**config.mk**
```make
export PLATFORM = sky130hd
export DESIGN_NAME = epidemic_fwd_ctrl
export DESIGN_NICKNAME = d
export VERILOG_FILES = /design/src/rtl/epidemic_pkg.sv /design/src/rtl/rr_arb5.sv /design/src/rtl/epidemic_fwd_ctrl.sv
export SDC_FILE = /design/constraint.sdc
export NUM_CORES = 1
export LEC_CHECK = 0
export ABC_AREA = 1
export BUFFER_PORTS_ARGS = -buffer_cell sky130_fd_sc_hd__buf_2
export CORE_MARGIN = 1.5
export CORE_UTILIZATION = 50
export DETAILED_ROUTE_END_ITERATION = 7
export PLACE_DENSITY = 0.88
export SLEW_MARGIN = 20
export SYNTH_ARGS = -nofsm -noshare
export SYNTH_HDL_FRONTEND = slang
export SYNTH_HIERARCHICAL = 1
export SYNTH_SLANG_ARGS = --single-unit
```
**constraint.sdc**
```tcl
create_clock -name clk -period 6.7 [get_ports clk]
set_input_delay 0.67 -clock clk [delete_from_list [all_inputs] [get_ports clk]]
set_output_delay 0.67 -clock clk [all_outputs]
set_load 0.1 [all_outputs]
```
**src/rtl/epidemic_pkg.sv**
```systemverilog
// Shared constants, FSM state type and packet-ID helper for the epidemic forwarding controller.
package epidemic_pkg;

  localparam int unsigned NPORT      = 5;
  localparam int unsigned NLINK      = 4;
  localparam int unsigned IDX_W      = 3;
  localparam int unsigned MAX_DATA_W = 32;
  localparam int unsigned MAX_ID_W   = 16;

  localparam logic [IDX_W-1:0] P_L   = 3'd0;
  localparam logic [IDX_W-1:0] P_R   = 3'd1;
  localparam logic [IDX_W-1:0] P_T   = 3'd2;
  localparam logic [IDX_W-1:0] P_B   = 3'd3;
  localparam logic [IDX_W-1:0] P_INJ = 3'd4;

  typedef enum logic {
    ST_IDLE = 1'b0,
    ST_SEND = 1'b1
  } state_e;

  // Packet ID is the top id_w bits of a data_w-bit packet (zero-extended into MAX_DATA_W).
  function automatic logic [MAX_ID_W-1:0] pkt_id(input logic [MAX_DATA_W-1:0] data,
                                                 input int unsigned data_w,
                                                 input int unsigned id_w);
    return MAX_ID_W'(data >> (data_w - id_w));
  endfunction

endpackage

```
**src/rtl/rr_arb5.sv**
```systemverilog
// Five-way combinational round-robin arbiter; search starts at ptr and wraps 4 -> 0.
module rr_arb5
  import epidemic_pkg::*;
(
  input  logic [NPORT-1:0] req,
  input  logic [IDX_W-1:0] ptr,
  output logic [NPORT-1:0] grant
);

  logic [3:0]       sum;
  logic [IDX_W-1:0] idx;
  logic             found;

  always_comb begin
    grant = '0;
    found = 1'b0;
    sum   = '0;
    idx   = '0;
    for (int k = 0; k < NPORT; k++) begin
      sum = 4'(ptr) + 4'(k);
      idx = (sum >= 4'(NPORT)) ? 3'(sum - 4'(NPORT)) : 3'(sum);
      if (!found && req[idx]) begin
        grant[idx] = 1'b1;
        found      = 1'b1;
      end
    end
  end

endmodule

```
**src/rtl/epidemic_fwd_ctrl.sv**
```systemverilog
// Epidemic-routing forwarding controller: arbitrate one packet, drop duplicates via the
// seen-table, deliver new link packets locally and flood them to all other links.
module epidemic_fwd_ctrl
  import epidemic_pkg::*;
#(
  parameter int unsigned DATA_W = 8,
  parameter int unsigned ID_W   = 4
) (
  input  logic              clk,
  input  logic              rstn,
  input  logic              i_valid_l,
  input  logic              i_valid_r,
  input  logic              i_valid_t,
  input  logic              i_valid_b,
  output logic              o_ready_l,
  output logic              o_ready_r,
  output logic              o_ready_t,
  output logic              o_ready_b,
  input  logic [DATA_W-1:0] i_data_l,
  input  logic [DATA_W-1:0] i_data_r,
  input  logic [DATA_W-1:0] i_data_t,
  input  logic [DATA_W-1:0] i_data_b,
  output logic              o_valid_l,
  output logic              o_valid_r,
  output logic              o_valid_t,
  output logic              o_valid_b,
  input  logic              i_ready_l,
  input  logic              i_ready_r,
  input  logic              i_ready_t,
  input  logic              i_ready_b,
  output logic [DATA_W-1:0] o_data_l,
  output logic [DATA_W-1:0] o_data_r,
  output logic [DATA_W-1:0] o_data_t,
  output logic [DATA_W-1:0] o_data_b,
  input  logic              i_valid_inj,
  output logic              o_ready_inj,
  input  logic [DATA_W-1:0] i_data_inj,
  input  logic              i_seen_clr,
  output logic              o_dlv_valid,
  output logic [DATA_W-1:0] o_dlv_data,
  output logic              o_busy
);

  localparam int unsigned NSEEN = 1 << ID_W;

  state_e             state;
  logic [IDX_W-1:0]   ptr;
  logic [NLINK-1:0]   pending;
  logic [DATA_W-1:0]  data_q;
  logic [NSEEN-1:0]   seen;
  logic               dlv_valid_q;
  logic [DATA_W-1:0]  dlv_data_q;

  logic [NPORT-1:0]   req;
  logic [NPORT-1:0]   grant;
  logic [IDX_W-1:0]   gidx;
  logic [IDX_W-1:0]   ptr_nxt;
  logic [DATA_W-1:0]  gdata;
  logic [ID_W-1:0]    gid;
  logic [NSEEN-1:0]   seen_base;
  logic [NSEEN-1:0]   seen_nxt;
  logic [NLINK-1:0]   flood;
  logic [NLINK-1:0]   link_rdy;
  logic [NLINK-1:0]   pending_nxt;
  logic               idle;
  logic               accept;
  logic               hit;

  assign req = {i_valid_inj, i_valid_b, i_valid_t, i_valid_r, i_valid_l};

  rr_arb5 u_arb (
    .req   (req),
    .ptr   (ptr),
    .grant (grant)
  );

  // Encode the one-hot grant and select the granted packet.
  always_comb begin
    gidx  = P_L;
    gdata = i_data_l;
    if (grant[P_R]) begin
      gidx  = P_R;
      gdata = i_data_r;
    end else if (grant[P_T]) begin
      gidx  = P_T;
      gdata = i_data_t;
    end else if (grant[P_B]) begin
      gidx  = P_B;
      gdata = i_data_b;
    end else if (grant[P_INJ]) begin
      gidx  = P_INJ;
      gdata = i_data_inj;
    end
  end

  assign idle    = (state == ST_IDLE);
  assign accept  = idle && (|grant);
  assign ptr_nxt = (gidx == P_INJ) ? P_L : gidx + 3'd1;
  assign gid     = ID_W'(pkt_id(MAX_DATA_W'(gdata), DATA_W, ID_W));

  // A same-cycle clear takes effect before the lookup and the set of the accepted ID.
  assign seen_base = i_seen_clr ? '0 : seen;
  assign hit       = seen_base[gid];

  always_comb begin
    seen_nxt = seen_base;
    if (accept && !hit) seen_nxt[gid] = 1'b1;
  end

  assign flood       = grant[P_INJ] ? '1 : ~grant[NLINK-1:0];
  assign link_rdy    = {i_ready_b, i_ready_t, i_ready_r, i_ready_l};
  assign pending_nxt = pending & ~link_rdy;

  always_ff @(posedge clk or negedge rstn) begin
    if (!rstn) begin
      state       <= ST_IDLE;
      ptr         <= P_L;
      pending     <= '0;
      data_q      <= '0;
      seen        <= '0;
      dlv_valid_q <= 1'b0;
      dlv_data_q  <= '0;
    end else begin
      dlv_valid_q <= 1'b0;
      seen        <= seen_nxt;
      case (state)
        ST_IDLE: begin
          if (accept) begin
            ptr <= ptr_nxt;
            if (!hit) begin
              data_q  <= gdata;
              pending <= flood;
              state   <= ST_SEND;
              if (!grant[P_INJ]) begin
                dlv_valid_q <= 1'b1;
                dlv_data_q  <= gdata;
              end
            end
          end
        end
        ST_SEND: begin
          pending <= pending_nxt;
          if (pending_nxt == '0) state <= ST_IDLE;
        end
        default: state <= ST_IDLE;
      endcase
    end
  end

  assign o_ready_l   = idle && grant[P_L];
  assign o_ready_r   = idle && grant[P_R];
  assign o_ready_t   = idle && grant[P_T];
  assign o_ready_b   = idle && grant[P_B];
  assign o_ready_inj = idle && grant[P_INJ];

  assign o_valid_l   = pending[0];
  assign o_valid_r   = pending[1];
  assign o_valid_t   = pending[2];
  assign o_valid_b   = pending[3];
  assign o_data_l    = data_q;
  assign o_data_r    = data_q;
  assign o_data_t    = data_q;
  assign o_data_b    = data_q;
  assign o_dlv_valid = dlv_valid_q;
  assign o_dlv_data  = dlv_data_q;
  assign o_busy      = (state == ST_SEND);

endmodule

```
==> metrics <==
outcome completed; Layout fillers between 700 and 800; Max Cap Viol 0; worst-case clock buffer depth 2; relative slew slack 40.0%; Post-synth top cells nand2_1, nand3_1, nor2_1; CTS tree yes; DP HPWL approximately 8.5 mm; Worst Path Arrival between 5000 and 6000 ps; R2R depth 27; Cell Rows 31; Die Height around 90 microns; gpl congestion a little under 1; post-synth top area cell dfrtp_1; Post-synth EDFFs 0; critical path class flip-flop to flip-flop; crit path capture seen[2]$_DFF_PN0_; width of the die 90.5 microns; R2R Path End seen[2]$_DFF_PN0_; Core Util, Final about three fifths; DRT antenna net count 0; ANT cells 0; Worst R2R Start ptr[0]$_DFFE_PN0P_; starting density of the core a little over half; Post-synth ARST share 100%; 1st-pass router iterations 5; Post-CTS Setup Repair Bufs 0; Seq/Total Area, Yosys a little over a quarter; most common cell in the netlist nand2_1; syn nets between 600 and 700; Final Max Tran Viols 0; CTS Buf Count 5; largest net degree at the start of global routing 42; Worst-Margin Slew 900 ps; WL/cell 14.0 microns; Yosys reg bits just over 40; Synth top area share around 27%; Setup TNS Final 0 ps; DR DRC count 0; vias in the first global route 3,992; # hold bufs at CTS 0; die area roughly 8000 sq um; clock period minus worst slack ~5700 ps; Synth Instances approximately 600; Layout Area Growth over Synthesis 11.7%; RSZ-0062 raised after global routing no; clk root buf clkbuf_8; Post-Route Skew 4.42 ps; Worst-path clk slew approximately 80 ps; dominant cells by area after synthesis dfrtp_1, nand2_1, nand3_1; final hold violations 0; total global routing overflow 0; Yosys warnings 6; WP data required a little under 7000 ps; Port Buf Inserts between 100 and 150; Vias/cell around 5.5; final net count between 700 and 800; Cell Area, Synth approximately 3800 sq um; Iter 0 DRT Violations 307; ys flop type dfrtp_1; first-pass GRT wire length around 18 mm; Avg Inst Size Synth 6.27 sq um; DR vias approximately 4,300; Core ar. around 7300 sq um; Hold WC Path Type flip-flop to flip-flop; initial antenna violation count 0; placed insts slightly below 800; crit-path max FO 29; post-CTS sizing 0; Ports about 100; clk_lat worst skew roughly 300 ps; R2R Setup Slk approximately 1000 ps; FMAX 0.175 GHz; Hold Crit Start o_dlv_data[1]$_DFFE_PN0P_; CTS Sinks 41; CP endpoint kind flip-flop; final critical-path share of the clock period ~85%; Distinct cells, synth 38; H-Tree Level Count 2; gr usage total a little over a quarter; layout cells sized above 1 24.7%; Post-Route WL roughly 11 mm; setup violators final 0; Setup crit start kind flip-flop; worst setup path start ptr[0]$_DFFE_PN0P_; Layout Cells excl Fill around 800
==> worst min-delay path by stage <==
stage / cells after the start / slack (ps) / end
6_report: 2 / 470 / o_dlv_data[1]$_DFFE_PN0P_
5_1_grt: 2 / 500 / o_dlv_data[7]$_DFFE_PN0P_
4_1_cts: 2 / 480 / o_dlv_data[7]$_DFFE_PN0P_
3_5_place_dp: 2 / 460 / o_dlv_data[7]$_DFFE_PN0P_
3_3_place_gp: 2 / 450 / o_dlv_data[6]$_DFFE_PN0P_
2_1_floorplan: 0 / 370 / o_busy$_DFF_PN0_
==> critical path, cell delays in order (launching register included) <==
cell and delay (ps):
dfrtp_1 780, inv_2 230, ha_1 270, inv_1 80, fa_1 400, inv_1 60, nand2_1 50, nand2_1 160
nand2_1 80, nor2_1 130, nand2_1 70, nand2_1 70, nor2_1 80, nor3_4 360, nand3_1 110, nand3_1 440
inv_2 120, nand2_1 140, inv_2 120, nand2_1 90, nand3_1 90, o21ai_1 280, nor2_1 160, nand2_1 90
nand2_1 90, nor2_4 310, nand2_2 400, o21ai_0 330
==> metal layers <==
metal | up-vias | wire (microns) | share of wire (%) | global-route usage (%)
met5 | - | 0 | 0 | 0
met3 | 36 | 1020 | 9.3 | 5.56
met1 | 1943 | 4520 | 41 | 35.8
met2 | 224 | 5110 | 47 | 44.5
met4 | 0 | 266 | 2.4 | 8.60
li1 | 2080 | - | - | -
==> logic make-up after synthesis <==
| family | count (synthesis) | share of synthesized area (%) |
|---|---|---|
| AO/OA/AOI/OAI | 59 | 8.93 |
| XOR/XNOR | 2 | 0.458 |
| buffers and inverters | 102 | 13.5 |
| flip-flops | 41 | 26.8 |
| adder cells (fa/ha/maj) | 9 | 3.14 |
| AND/OR/NAND/NOR | 397 | 47.2 |
==> flip-flops by register name, indices dropped and copies added (netlist names) <==
register and count:
o_dlv_data 8, seen 16, o_busy 1, o_dlv_valid 1, pending 4, ptr 3
o_data_b 8
==> per-stage QoR <==
step,setup slack [ps],hold WS [ps],instance area [sq um]
2_1_floorplan,1850,374,3830
3_3_place_gp,1350,455,4190
3_5_place_dp,1090,458,4190
4_1_cts,1060,477,4280
5_1_grt,390,503,4280
6_report,984,471,4280
==> layout make-up <==
class	instances	area, sq um	area share, %
multi-input combinational	467	2280	53.4
tap	99	124	2.90
sequential	41	1030	24.0
clock buffer	6	82.6	1.93
timing repair buffer	103	518	12.1
inverter	62	233	5.44
clock inverter	1	7.51	0.176
==> cells in the final DEF, fill, tap and decap left out, types with 6 or more instances in the layout <==
cell        n
nand2_1   203
nand3_2     6
clkbuf_8    6
ha_1        8
dfrtp_1    41
nor2_1     60
o21ai_1     6
nand3_1    64
inv_2      13
o21ai_0    28
nand4_1    16
nor2_2     12
buf_2     102
inv_1      48
nand2_2    15
a21oi_1     9
nor3_1      7
o21ai_2     6
Power is not shown: default switching activity piles up to over one toggle a cycle in this logic, so the estimate is an artifact.
